$ cat src/rtl/triangle_scanner.sv
// Walks the screen-clipped bounding box of one triangle in raster order, issues point queries to
// in_triangle and buffers the inside pixels as fragments. Vertex layout: [26:18]=x, [17:9]=y, [8:0]=z.
module triangle_scanner #(
   parameter int WIDTH      = 320,
   parameter int HEIGHT     = 240,
   parameter int FIFO_DEPTH = 8
) (
   input  logic        clk_in,
   input  logic        rst_n_in,
   input  logic        tri_valid_in,
   output logic        tri_ready_out,
   input  logic [26:0] v1_in,
   input  logic [26:0] v2_in,
   input  logic [26:0] v3_in,
   output logic [26:0] v1_out,
   output logic [26:0] v2_out,
   output logic [26:0] v3_out,
   output logic [8:0]  x_out,
   output logic [8:0]  y_out,
   output logic        valid_out,
   input  logic        in_tri_in,
   input  logic        in_tri_valid_in,
   output logic [8:0]  frag_x_out,
   output logic [8:0]  frag_y_out,
   output logic        frag_valid_out,
   input  logic        frag_ready_in,
   output logic        busy_out,
   output logic        done_out,
   output logic [2:0]  state_out
);

   // Handshakes: a triangle transfers when tri_valid_in & tri_ready_out at a rising edge; a fragment
   // pops when frag_valid_out & frag_ready_in; valid_out / in_tri_valid_in are one-cycle strobes.

   localparam int PW = $clog2(FIFO_DEPTH);
   localparam int CW = PW + 1;
   localparam logic [8:0]  X_LAST = 9'(WIDTH - 1);
   localparam logic [8:0]  Y_LAST = 9'(HEIGHT - 1);
   localparam logic [CW:0] CREDIT = (CW + 1)'(FIFO_DEPTH);

   typedef enum logic [2:0] {
      S_IDLE  = 3'd0,
      S_SETUP = 3'd1,
      S_SCAN  = 3'd2,
      S_DRAIN = 3'd3,
      S_DONE  = 3'd4
   } state_t;

   state_t state;

   logic [8:0] cx, cy, xmin, xmax, ymax;
   logic [8:0] bb_xmin, bb_xmax, bb_ymin, bb_ymax;

   logic [17:0]   tag_mem [FIFO_DEPTH];
   logic [17:0]   frag_mem [FIFO_DEPTH];
   logic [PW-1:0] tag_wr, tag_rd, frag_wr, frag_rd;
   logic [CW-1:0] tag_count, frag_count;

   logic issue, tag_pop, frag_push, frag_pop, credit_ok;

   function automatic logic [8:0] min3(input logic [8:0] a, input logic [8:0] b,
                                       input logic [8:0] c);
      logic [8:0] m;
      m = (a < b) ? a : b;
      return (m < c) ? m : c;
   endfunction

   function automatic logic [8:0] max3(input logic [8:0] a, input logic [8:0] b,
                                       input logic [8:0] c);
      logic [8:0] m;
      m = (a > b) ? a : b;
      return (m > c) ? m : c;
   endfunction

   always_comb begin
      bb_xmin = min3(v1_out[26:18], v2_out[26:18], v3_out[26:18]);
      bb_ymin = min3(v1_out[17:9], v2_out[17:9], v3_out[17:9]);
      bb_xmax = max3(v1_out[26:18], v2_out[26:18], v3_out[26:18]);
      bb_ymax = max3(v1_out[17:9], v2_out[17:9], v3_out[17:9]);
      if (bb_xmax > X_LAST) bb_xmax = X_LAST;
      if (bb_ymax > Y_LAST) bb_ymax = Y_LAST;
   end

   // Credit counts every outstanding query plus every buffered fragment, so a returning inside
   // result always has a fragment slot waiting for it.
   assign credit_ok = ({1'b0, tag_count} + {1'b0, frag_count}) < CREDIT;
   assign issue     = (state == S_SCAN) && credit_ok;
   assign tag_pop   = in_tri_valid_in && (tag_count != '0);
   assign frag_push = tag_pop && in_tri_in;
   assign frag_pop  = frag_valid_out && frag_ready_in;

   assign frag_valid_out = (frag_count != '0);
   assign frag_x_out     = frag_valid_out ? frag_mem[frag_rd][17:9] : 9'd0;
   assign frag_y_out     = frag_valid_out ? frag_mem[frag_rd][8:0] : 9'd0;
   assign state_out      = state;

   always_ff @(posedge clk_in or negedge rst_n_in) begin
      if (!rst_n_in) begin
         state         <= S_IDLE;
         tri_ready_out <= 1'b1;
         busy_out      <= 1'b0;
         done_out      <= 1'b0;
         valid_out     <= 1'b0;
         x_out         <= 9'd0;
         y_out         <= 9'd0;
         v1_out        <= 27'd0;
         v2_out        <= 27'd0;
         v3_out        <= 27'd0;
         cx            <= 9'd0;
         cy            <= 9'd0;
         xmin          <= 9'd0;
         xmax          <= 9'd0;
         ymax          <= 9'd0;
      end else begin
         valid_out <= 1'b0;
         done_out  <= 1'b0;
         case (state)
            S_IDLE: begin
               if (tri_valid_in) begin
                  v1_out        <= v1_in;
                  v2_out        <= v2_in;
                  v3_out        <= v3_in;
                  tri_ready_out <= 1'b0;
                  busy_out      <= 1'b1;
                  state         <= S_SETUP;
               end
            end
            S_SETUP: begin
               if ((bb_xmin > X_LAST) || (bb_ymin > Y_LAST)) begin
                  done_out <= 1'b1;
                  state    <= S_DONE;
               end else begin
                  xmin  <= bb_xmin;
                  xmax  <= bb_xmax;
                  ymax  <= bb_ymax;
                  cx    <= bb_xmin;
                  cy    <= bb_ymin;
                  state <= S_SCAN;
               end
            end
            S_SCAN: begin
               if (issue) begin
                  valid_out <= 1'b1;
                  x_out     <= cx;
                  y_out     <= cy;
                  if (cx == xmax) begin
                     if (cy == ymax) begin
                        state <= S_DRAIN;
                     end else begin
                        cx <= xmin;
                        cy <= cy + 9'd1;
                     end
                  end else begin
                     cx <= cx + 9'd1;
                  end
               end
            end
            S_DRAIN: begin
               if (tag_count == '0) begin
                  done_out <= 1'b1;
                  state    <= S_DONE;
               end
            end
            S_DONE: begin
               tri_ready_out <= 1'b1;
               busy_out      <= 1'b0;
               state         <= S_IDLE;
            end
            default: state <= S_IDLE;
         endcase
      end
   end

   always_ff @(posedge clk_in or negedge rst_n_in) begin
      if (!rst_n_in) begin
         tag_wr     <= '0;
         tag_rd     <= '0;
         tag_count  <= '0;
         frag_wr    <= '0;
         frag_rd    <= '0;
         frag_count <= '0;
      end else begin
         if (issue)     tag_wr  <= tag_wr + 1'b1;
         if (tag_pop)   tag_rd  <= tag_rd + 1'b1;
         if (frag_push) frag_wr <= frag_wr + 1'b1;
         if (frag_pop)  frag_rd <= frag_rd + 1'b1;
         tag_count  <= tag_count + CW'(issue) - CW'(tag_pop);
         frag_count <= frag_count + CW'(frag_push) - CW'(frag_pop);
      end
   end

   // Storage needs no reset: counts gate every read.
   always_ff @(posedge clk_in) begin
      if (issue)     tag_mem[tag_wr]   <= {cx, cy};
      if (frag_push) frag_mem[frag_wr] <= tag_mem[tag_rd];
   end

endmodule

$ cat config.mk
export PLATFORM = sky130hd
export DESIGN_NAME = triangle_scanner
export DESIGN_NICKNAME = d
export VERILOG_FILES = /design/src/rtl/triangle_scanner.sv
export SDC_FILE = /design/constraint.sdc
export NUM_CORES = 1
export LEC_CHECK = 0
export CAP_MARGIN = 20
export CORE_MARGIN = 5
export CORE_UTILIZATION = 62
export DETAILED_ROUTE_END_ITERATION = 7
export PLACE_DENSITY = 0.94
export SYNTH_ARGS = -nofsm -noshare
export SYNTH_HDL_FRONTEND = slang
export SYNTH_SLANG_ARGS = --single-unit
$ cat constraint.sdc
create_clock -name clk_in -period 12.5 [get_ports clk_in]
set_input_delay 1.25 -clock clk_in [delete_from_list [all_inputs] [get_ports clk_in]]
set_output_delay 1.25 -clock clk_in [all_outputs]
set_load 0.05 [all_outputs]
# ---- Yosys cells after proc, flatten, opt, wreduce, memory -nomap -nowiden
# Memories as Yosys holds them, arrays and structs flattened.
# Index checks and enable logic that the tools add are counted.
dict set report word_totals {
  regBits 171
  latchBits 0
  ramBits 288
  romBits 0
  inputBits 87
  output_inout_bits 125
  wordCells 121
  memories 2
}
# name depth word_bits rd rd_ports_with_merged_regs write_ports line_no
set memory_table {}
lappend memory_table {frag_mem 8 18 1 0 1 55} ;# logic [17:0] frag_mem [FIFO_DEPTH];
lappend memory_table {tag_mem 8 18 1 0 1 54} ;# logic [17:0] tag_mem [FIFO_DEPTH];
dict set report op_classes {
  add_sub_neg 11
  n_mul 0
  n_div 0
  magnitude_cmp 13
  eq_ne 14
  shifts 0
  muxes 41
  bitwise_logic 1
  reduce_logical 18
}
# operator count
set ops {}
lappend ops {{9-bit two-way mux} 20}
lappend ops {{9-bit greater-than comparator} 4}
lappend ops {{9-bit less-than comparator} 4}
lappend ops {{9-bit case mux with 2 select lines} 2}
lappend ops {{9-bit by 1-bit adder with 9-bit output, second input constant} 2}
lappend ops {{9-bit == test} 2}
lappend ops {{9-bit by 8-bit greater-than comparator with 1-bit output, second input constant} 2}
lappend ops {{9-bit greater-than comparator, second input constant} 2}
lappend ops {{3-bit two-way mux} 6}
lappend ops {{3-bit by 1-bit adder with 3-bit output, second input constant} 4}
lappend ops {{3-bit case mux with 4 select lines} 1}
lappend ops {{2-bit != test, second input constant} 5}
lappend ops {{5-bit AND reduction} 2}
lappend ops {{1-bit two-way mux} 9}
lappend ops {{4-bit by 1-bit adder with 4-bit output} 2}
lappend ops {{2-bit AND reduction} 4}
lappend ops {{4-bit nonzero test} 2}
lappend ops {{4-bit by 1-bit subtractor with 4-bit output} 2}
lappend ops {{3-bit by 2-bit == test with 1-bit output, second input constant} 2}
lappend ops {{1-bit case mux with 2 select lines} 3}
lappend ops {{4-bit by 4-bit adder with 5-bit output} 1}
lappend ops {{5-bit by 4-bit less-than comparator with 1-bit output, second input constant} 1}
lappend ops {{1-bit logical AND} 4}
lappend ops {{4-bit zero test} 1}
lappend ops {{other kinds (9)} 11}

# ---- Logic depth before layout (Yosys ltp)
# Gate-level depths: netlist of run 1.
dict set report depth {
  word_depth 8
  depth_mapped 20
  depth_no_buf 17
}

# ---- Least setup slack after synthesis of run 1
# No wires, ideal clock.
dict set report synth_timing {
  path_kind {register to register}
  startpoint {reg v2_out[13]}
  endpoint {reg ymax[0]}
  setup_time_ns 0.121
  arrival_ns 4.963
  required_ns 12.379
  setup_slack_ns 7.416
  stages_incl_launch_ff 17
  n_path_buf 2
  period_less_slack_ns 5.084
  cell_sequence {dfrtp_1 inv_1 ha_1 a211o_1 o221a_2 o21ai_0 clkbuf_1 mux2_2 ha_1 a21o_1 a21o_1 a221o_1 a221o_1 buf_2 mux2_4 or4_4 o22a_1}
}
dict set report synth_between {
  elab_chain_cells 8
  word_cells_on_any_way 14
  cone_classes {6 x order compare; 5 x mux; 1 x bitwise; 2 x reduce/logical}
}
# element line_no
set synth_lines {}
lappend synth_lines {{from (decl)} 16} ;# output logic [26:0] v2_out,
lappend synth_lines {{from (signal assigned)} 121} ;# v2_out <= v2_in;
lappend synth_lines {{9-bit less-than comparator} 64} ;# m = (a < b) ? a : b;
lappend synth_lines {{9-bit two-way mux} 64}
lappend synth_lines {{9-bit less-than comparator} 65} ;# return (m < c) ? m : c;
lappend synth_lines {{9-bit two-way mux} 65}
lappend synth_lines {{9-bit by 8-bit greater-than comparator with 1-bit output} 129} ;# if ((bb_xmin > X_LAST) || (bb_ymin > Y_LAST)) begin
lappend synth_lines {{1-bit logical OR} 129}
lappend synth_lines {{1-bit NOT (no source line)} -}
lappend synth_lines {{2-bit AND reduction (no source line)} -}
lappend synth_lines {{to (signal assigned)} 135} ;# ymax <= bb_ymax;
lappend synth_lines {{to (decl)} 51} ;# logic [8:0] cx, cy, xmin, xmax, ymax;
# Several ways; a longest one is shown, not always the timed one.
# A chain may end at the register's enable or synchronous reset.

# ---- Final worst setup path of run 1
dict set report layout_timing {
  startpoint {reg v2_out[22]}
  endpoint {reg cx[7]}
}
dict set report layout_between {
  elab_chain_cells 8
  word_cells_on_any_way 10
  cone_classes {3 x order compare; 1 x eq/ne; 4 x mux; 2 x reduce/logical}
}
# element line_no
set layout_lines {}
lappend layout_lines {{9-bit less-than comparator} 64}
lappend layout_lines {{9-bit two-way mux (*)} 64}
lappend layout_lines {{9-bit less-than comparator} 65}
lappend layout_lines {{9-bit two-way mux (*)} 65}
lappend layout_lines {{9-bit greater-than comparator} 129}
lappend layout_lines {{1-bit logical OR} 129}
lappend layout_lines {{2-bit != test (no source line)} -}
lappend layout_lines {{4-bit AND reduction (no source line)} -}
lappend layout_lines {{to (signal assigned)} 136} ;# cx <= bb_xmin;
lappend layout_lines {{to (signal assigned)} 150} ;# cx <= xmin;
lappend layout_lines {{to (signal assigned)} 154} ;# cx <= cx + 9'd1;
lappend layout_lines {{to (decl)} 51}
# Mark *: on every way between the ends. The rest lies on a longest branch, timed or not. The select of a mux whose other input is x is not followed.

==> metrics.log, run 1 <==
[metrics] result of the run: finished clean
[metrics] CTS tree: built
[metrics] Clock H-tree levels: 2
[metrics] share of the yosys chip area belonging to registers: 0.626
[metrics] detailed-placement wirelength estimate: 33700 um
[metrics] Post-DRT Antenna Nets: 0
[metrics] floorplan core area: 32700 um2
[metrics] Crit path arrival time: 5790 ps
[metrics] capturing element type of the critical path: register
[metrics] switching part of the total: 0.335
[metrics] die span in x: 193 um
[metrics] initial antenna violation count: 1
[metrics] effective utilization at floorplan: 0.632
[metrics] Inst Count DP: 2027
[metrics] power spent charging and discharging nets: 1.64 mW
[metrics] Area growth syn-to-layout: 20.7%
[metrics] cell internal power dissipation: 3.25 mW
[metrics] maximum number of pins on one net before global-route repair: 103
[metrics] Netlist cell types: 74
[metrics] Post-CTS Resized: 0
[metrics] maximum clock frequency: 186 MHz
[metrics] Synth Warn #: 0
[metrics] worst-case clock skew: 10.3 ps
[metrics] Num Clock Sinks: 459
[metrics] CTS root buf: clkbuf_16
[metrics] Startpoint Class: register
[metrics] Vert. Die Dim: 193 um
[metrics] Skew-Pair Late Insertion Delay: 550 ps
[metrics] CP max FO: 29
[metrics] total gr overflow: 0
[metrics] Layout Cells excl Fill: 2120
[metrics] Worst VDD drop: 0.149 mV
[metrics] number of DRC markers after the initial detailed-route iteration: 1017
[metrics] Mean Syn Cell Area: 14.5 um2
[metrics] average wire per standard cell: 24.3 um
[metrics] fraction of final layout cells sized beyond drive strength 1: 0.187
[metrics] Primary FF master, synth: edfxtp_1
[metrics] Final Max Slew Viols: 0
[metrics] part of the power in registers: 0.437
[metrics] number of synthesized flops with an enable pin: 288
[metrics] post-synthesis cell count: 1423
[metrics] measured slew at the worst slew-check pin: 1140 ps
[metrics] leakage power figure: 9.68 nW
[metrics] fin crit period: 5360 ps
[metrics] area of the mapped netlist: 20700 um2
[metrics] count of pins on the block boundary: 212
[metrics] Final setup viols: 0
[metrics] # nets final: 1801
[metrics] fin worst setup slack: 7140 ps
[metrics] #FFs+latches synth: 459
[metrics] data required time of the worst path: 12920 ps
[metrics] final weighted congestion in routability-driven placement: 0.900
[metrics] unrepaired setup endpoints after global routing: false
[metrics] number of iterations in the first detailed-routing pass: 5
[metrics] TritonCTS buffer count: 45
[metrics] full die area: 37100 um2
[metrics] setup TNS: 0 ps
[metrics] Max-slew headroom: 0.237
[metrics] ratio of final minimum period to clock period: 0.429
[metrics] Synth async-reset ratio: 0.373
[metrics] worst setup slack before clock tree synthesis: 7280 ps
[metrics] DR DRC count: 0
[metrics] register clock-pin slew on the reported worst setup and hold paths: 60 ps
[metrics] Diodes inserted: 0
[metrics] vias in the first global route: 14200
[metrics] Util after Layout: 0.762
[metrics] number of nets produced by synthesis: 1583
[metrics] FP Rows: 66
[metrics] total global-route track usage: 0.280
[metrics] number of vias after detailed routing: 13300
[metrics] power per cell area: 196 nW/um2
[metrics] Clock power frac: 0.260
[metrics] final hold violation count: 0
[metrics] Vias/cell: 6.27
[metrics] Bufs on Longest Clock Path: 3
[metrics] hold_buf cts: 0
[metrics] worst hold-check path type: reg -> reg
[metrics] Port Buffers: 211
[metrics] critical path class: reg -> reg
[metrics] number of buffers inserted by post-CTS setup repair: 0
[metrics] drt total wl: 51500 um
[metrics] first-pass GRT wire length: 79400 um
[metrics] number of violations of the max-capacitance limit: 0
[metrics] Logic pwr share: 0.302
==> layer usage <==
layer,wire length [um],vias to the layer above,global-route usage
met2,27000,628,0.503
met3,3790,114,0.0599
met4,1910,2,0.0993
li1,-,5834,-
met1,18700,6707,0.336
met5,13,-,0
==> cell families (layout without fill, tap and decap cells) <==
kind of cell	after synthesis	after routing	share of synthesized area
adder cells (fa/ha/maj)	73	73	0.0450
buffers and inverters	126	381	0.0234
AND/OR/NAND/NOR	277	277	0.0623
flip-flops	459	459	0.626
multiplexers	212	212	0.153
XOR/XNOR	37	37	0.0157
AO/OA/AOI/OAI	239	239	0.0746
==> cells in the final DEF, fill, tap and decap left out, types with 12 or more instances in the layout <==
cell type	count
mux4_2	72
nor2_1	41
xor2_1	15
dfrtp_1	166
nand4_1	12
edfxtp_1	288
ha_1	71
buf_4	16
clkbuf_16	45
mux2i_1	34
mux2_2	105
a21oi_1	32
xnor2_1	22
clkinv_2	12
nand2_1	145
inv_1	60
o21ai_0	120
nand3_1	15
clkdlybuf4s50_1	210
==> sequential cells by signal, indices dropped and copies added, names as in the netlist, 27 cells and up <==
register and flops:
frag_mem 144, v2_out 27, v1_out 27, tag_mem 144, v3_out 27
==> metrics by stage <==
step / hold slack (ps) / power [mW] / cell area [um2]
finish: 480 / 4.89 / 24900
floorplan: 468 / 3.08 / 20700
CTS: 481 / 4.89 / 24700
detailed placement: 465 / 3.61 / 23300
global route: 502 / 5.10 / 24900
global placement: 463 / 3.50 / 23300
==> cells in the mapped netlist, types with 22 or more instances <==
| cell | instances | area [um2] |
|---|---|---|
| mux4_2 | 72 | 1620 |
| a21oi_1 | 32 | 160 |
| clkbuf_1 | 51 | 191 |
| xnor2_1 | 22 | 193 |
| o21ai_0 | 120 | 601 |
| inv_1 | 60 | 225 |
| mux2i_1 | 34 | 340 |
| mux2_2 | 105 | 1180 |
| nand2_1 | 145 | 544 |
| ha_1 | 71 | 888 |
| nor2_1 | 44 | 165 |
| edfxtp_1 | 288 | 8650 |
| dfrtp_1 | 170 | 4250 |
==> worst max-delay path: stages (launching register included) <==
cell and delay [ps]:
dfrtp_1 390, inv_1 120, ha_1 280, a21oi_1 160
o21ai_1 130, a2111oi_4 1050, o21ai_0 290, ha_1 400
a21oi_1 210, o21ai_0 140, a2111oi_0 400, mux2i_1 180
o2111ai_1 150, o221ai_2 130, buf_4 260, o22ai_2 530
mux2_2 410
==> layout make-up <==
type                    count  area [um2]
well taps                 442         553
repair buffers            237        2430
fillers                  1895        7780
multi-input cells         838        7390
clock buffers              57        1190
inverters                  60         225
clock inverters            27         191
flip-flops and latches    459       12900
==> power by group through the flow <==
stage / registers, mW / clock network [mW] / logic, mW
final: 2.14 / 1.27 / 1.48
after global routing: 2.16 / 1.35 / 1.59
after CTS: 2.14 / 1.28 / 1.47
after detailed placement: 2.16 / 0 / 1.45
after global placement: 2.14 / 0 / 1.35
after floorplan: 2.05 / 0 / 1.03
==> final timing paths <==
| check | from | end | slack (ps) | depth (start not counted) |
|---|---|---|---|---|
| max | v2_out[22] | cx[7] | 7140 | 16 |
| min | x_out[8] | x_out[8] | 480 | 2 |
| max reg2reg | v2_out[22] | cx[7] | 7140 | 16 |
| min reg2reg | x_out[8] | x_out[8] | 480 | 2 |
| max in group asynchronous | rst_n_in | frag_rd[0] | 10590 | 3 |
| min in group asynchronous | rst_n_in | v3_out[0] | 780 | 1 |
Power figures use the tool's default switching activity.
==> run 2: changes to the inputs <==
Settings changed: CORE_UTILIZATION 62 to 57, PLACE_DENSITY 0.94 to 0.88.
Clock period 12.5 ns to 5.15 ns, I/O delays scaled along.
==> run 2 against run 1 <==
Non-clock buffer count rose by 8. Sequential share of layout area fell by 0.28 points. Register-to-register slack got worse by 6800 ps. Via count fell by 2.1%. Clock skew rose by 6.9 ps. Clock power rose to 2.6 times the previous value. Critical endpoint is now cx[5]. First-iteration DRC count fell by 17%. Worst hold slack got worse by 460 ps. Die area rose by 8.3%. Design area rose by 0.54%. Utilization fell by 5.9 points. Cell count rose by 1.4%.
==> metrics.log, run 2 (same netlist as run 1, synthesis figures left out) <==
[metrics] power spent charging and discharging nets: 3.99 mW
[metrics] cell-by-cell listing of the critical path: inv_1, ha_1, a21o_1, a21oi_1, nor2b_1, nand2_2, mux2_2, ha_1, and3_1, a221oi_1, nor2b_1, a311o_1, a211oi_2, o221ai_2, o22ai_2, mux2_2
[metrics] final weighted congestion in routability-driven placement: 0.877
[metrics] detailed-placement wirelength estimate: 33000 um
[metrics] unrepaired setup endpoints after global routing: false
[metrics] Logic pwr share: 0.294
[metrics] Area growth syn-to-layout: 21.3%
[metrics] register clock-pin slew on the reported worst setup and hold paths: 70 ps
[metrics] result of the run: finished clean
[metrics] post-route cell area: 25100 um2
[metrics] total global-route track usage: 0.250
[metrics] DR DRC count: 0
[metrics] Clock power frac: 0.274
[metrics] part of the power in registers: 0.432
[metrics] Post-DRT Antenna Nets: 0
[metrics] fin worst setup slack: 303 ps
[metrics] Crit path arrival time: 5280 ps
[metrics] Inst Count DP: 2060
[metrics] worst setup slack before clock tree synthesis: 223 ps
[metrics] number of buffers inserted by post-CTS setup repair: 0
[metrics] leakage power figure: 9.76 nW
[metrics] number of vias after detailed routing: 13000
[metrics] capturing element type of the critical path: register
[metrics] CTS tree: built
[metrics] data required time of the worst path: 5590 ps
[metrics] Final setup viols: 0
[metrics] cell type of the slowest stage on the worst timing path: o22ai_2
[metrics] Skew-Pair Late Insertion Delay: 560 ps
[metrics] placed instance area: 23500 um2
[metrics] floorplan core area: 35700 um2
[metrics] cell internal power dissipation: 8.12 mW
[metrics] first-pass GRT wire length: 79500 um
[metrics] effective utilization at floorplan: 0.579
[metrics] CP max FO: 11
[metrics] footprint of the multi-input gates: 7360 um2
[metrics] total gr overflow: 0
[metrics] full die area: 40100 um2
[metrics] drt total wl: 50900 um
[metrics] initial antenna violation count: 0
[metrics] most common library cell in the layout ignoring fill and taps: edfxtp_1
[metrics] fraction of final layout cells sized beyond drive strength 1: 0.191
[metrics] Bufs on Longest Clock Path: 3
[metrics] Max-slew headroom: 0.249
[metrics] fin crit period: 4850 ps
[metrics] ratio of final minimum period to clock period: 0.941
[metrics] switching part of the total: 0.330
[metrics] Num Clock Sinks: 459
[metrics] CTS root buf: clkbuf_16
[metrics] Clock H-tree levels: 2
[metrics] Diodes inserted: 0
[metrics] FP Rows: 69
[metrics] setup TNS: 0 ps
[metrics] worst hold-check path type: in -> async
[metrics] Vert. Die Dim: 200 um
[metrics] die span in x: 200 um
[metrics] worst-case clock skew: 17.2 ps
[metrics] maximum number of pins on one net before global-route repair: 118
[metrics] number of iterations in the first detailed-routing pass: 7
[metrics] # nets final: 1811
[metrics] Worst VDD drop: 0.258 mV
[metrics] count of pins on the block boundary: 212
[metrics] footprint of the flip-flops and latches: 12900 um2
[metrics] power per cell area: 483 nW/um2
[metrics] Startpoint Class: register
[metrics] Post-CTS Resized: 0
[metrics] Port Buffers: 211
[metrics] critical path class: reg -> reg
[metrics] Worst path max stage delay: 520 ps
[metrics] TritonCTS buffer count: 47
[metrics] Overall Power: 12.1 mW
[metrics] total of fill cells in the finished design: 2298
[metrics] Layout Cells excl Fill: 2149
[metrics] vias in the first global route: 13900
[metrics] hold_buf cts: 0
[metrics] average wire per standard cell: 23.7 um
[metrics] number of violations of the max-capacitance limit: 0
[metrics] measured slew at the worst slew-check pin: 1130 ps
[metrics] commonest non-fill, non-tap cells in the layout: edfxtp_1, clkdlybuf4s50_1, dfrtp_1
[metrics] maximum clock frequency: 206 MHz
[metrics] Vias/cell: 6.05
[metrics] registers with the highest flip-flop counts: frag_mem x144, tag_mem x144
[metrics] Final Max Slew Viols: 0
[metrics] final hold violation count: 0
[metrics] number of DRC markers after the initial detailed-route iteration: 840
-- run 2: per-stage QoR --
stage / hold WS, ps / utilization
after floorplan: 219 / -
after global placement: 462 / 0.658
after detailed placement: 462 / 0.658
after CTS: 47.2 / 0.700
after global routing: 96.3 / 0.703
final: 18.5 / 0.703
-- run 2: worst max-delay path: cells and delay by family (launching register included) --
kind	cells	cell delay, ps
multiplexers	2	770
buffers and inverters	1	100
adder cells (fa/ha/maj)	2	610
AND/OR/NAND/NOR	4	820
AO/OA/AOI/OAI	7	2050
flip-flops	1	380
-- run 2: final timing paths --
check	from	to	slack, ps	depth (start not counted)
setup reg to reg	v2_out[16]	cx[5]	300	16
setup / recovery	v2_out[16]	cx[5]	300	16
max in group asynchronous	rst_n_in	frag_rd[0]	4130	2
hold / removal	rst_n_in	v2_out[21]	20	1
hold reg to reg	y_out[8]	y_out[8]	480	2
min in group clk_in	y_out[8]	y_out[8]	480	2
-- run 2: power by group through the flow --
stage                     clock, mW  sequential, mW  combinational, mW
after CTS                      3.37            5.26               3.50
after detailed placement          0            5.31               3.41
after floorplan                   0            4.98               2.49
final                          3.32            5.23               3.55
after global routing           3.54            5.28               3.79
after global placement            0            5.25               3.25
-- run 2: layout make-up --
type | instances | share of cell area
Clock buffer | 60 | 0.0505
Tap cell | 461 | 0.0230
Clock inverter | 26 | 0.00994
Timing Repair Buffer | 245 | 0.0974
Sequential cell | 459 | 0.516
Inverter | 60 | 0.00899
Multi-Input combinational cell | 838 | 0.294
-- run 2: metal layers --
layer / vias up / track usage / wire length [um]
met5: - / 0 / 0
met4: 0 / 0.0703 / 1530
met3: 107 / 0.0503 / 3100
met2: 474 / 0.455 / 26900
met1: 6562 / 0.305 / 19300
li1: 5857 / - / -
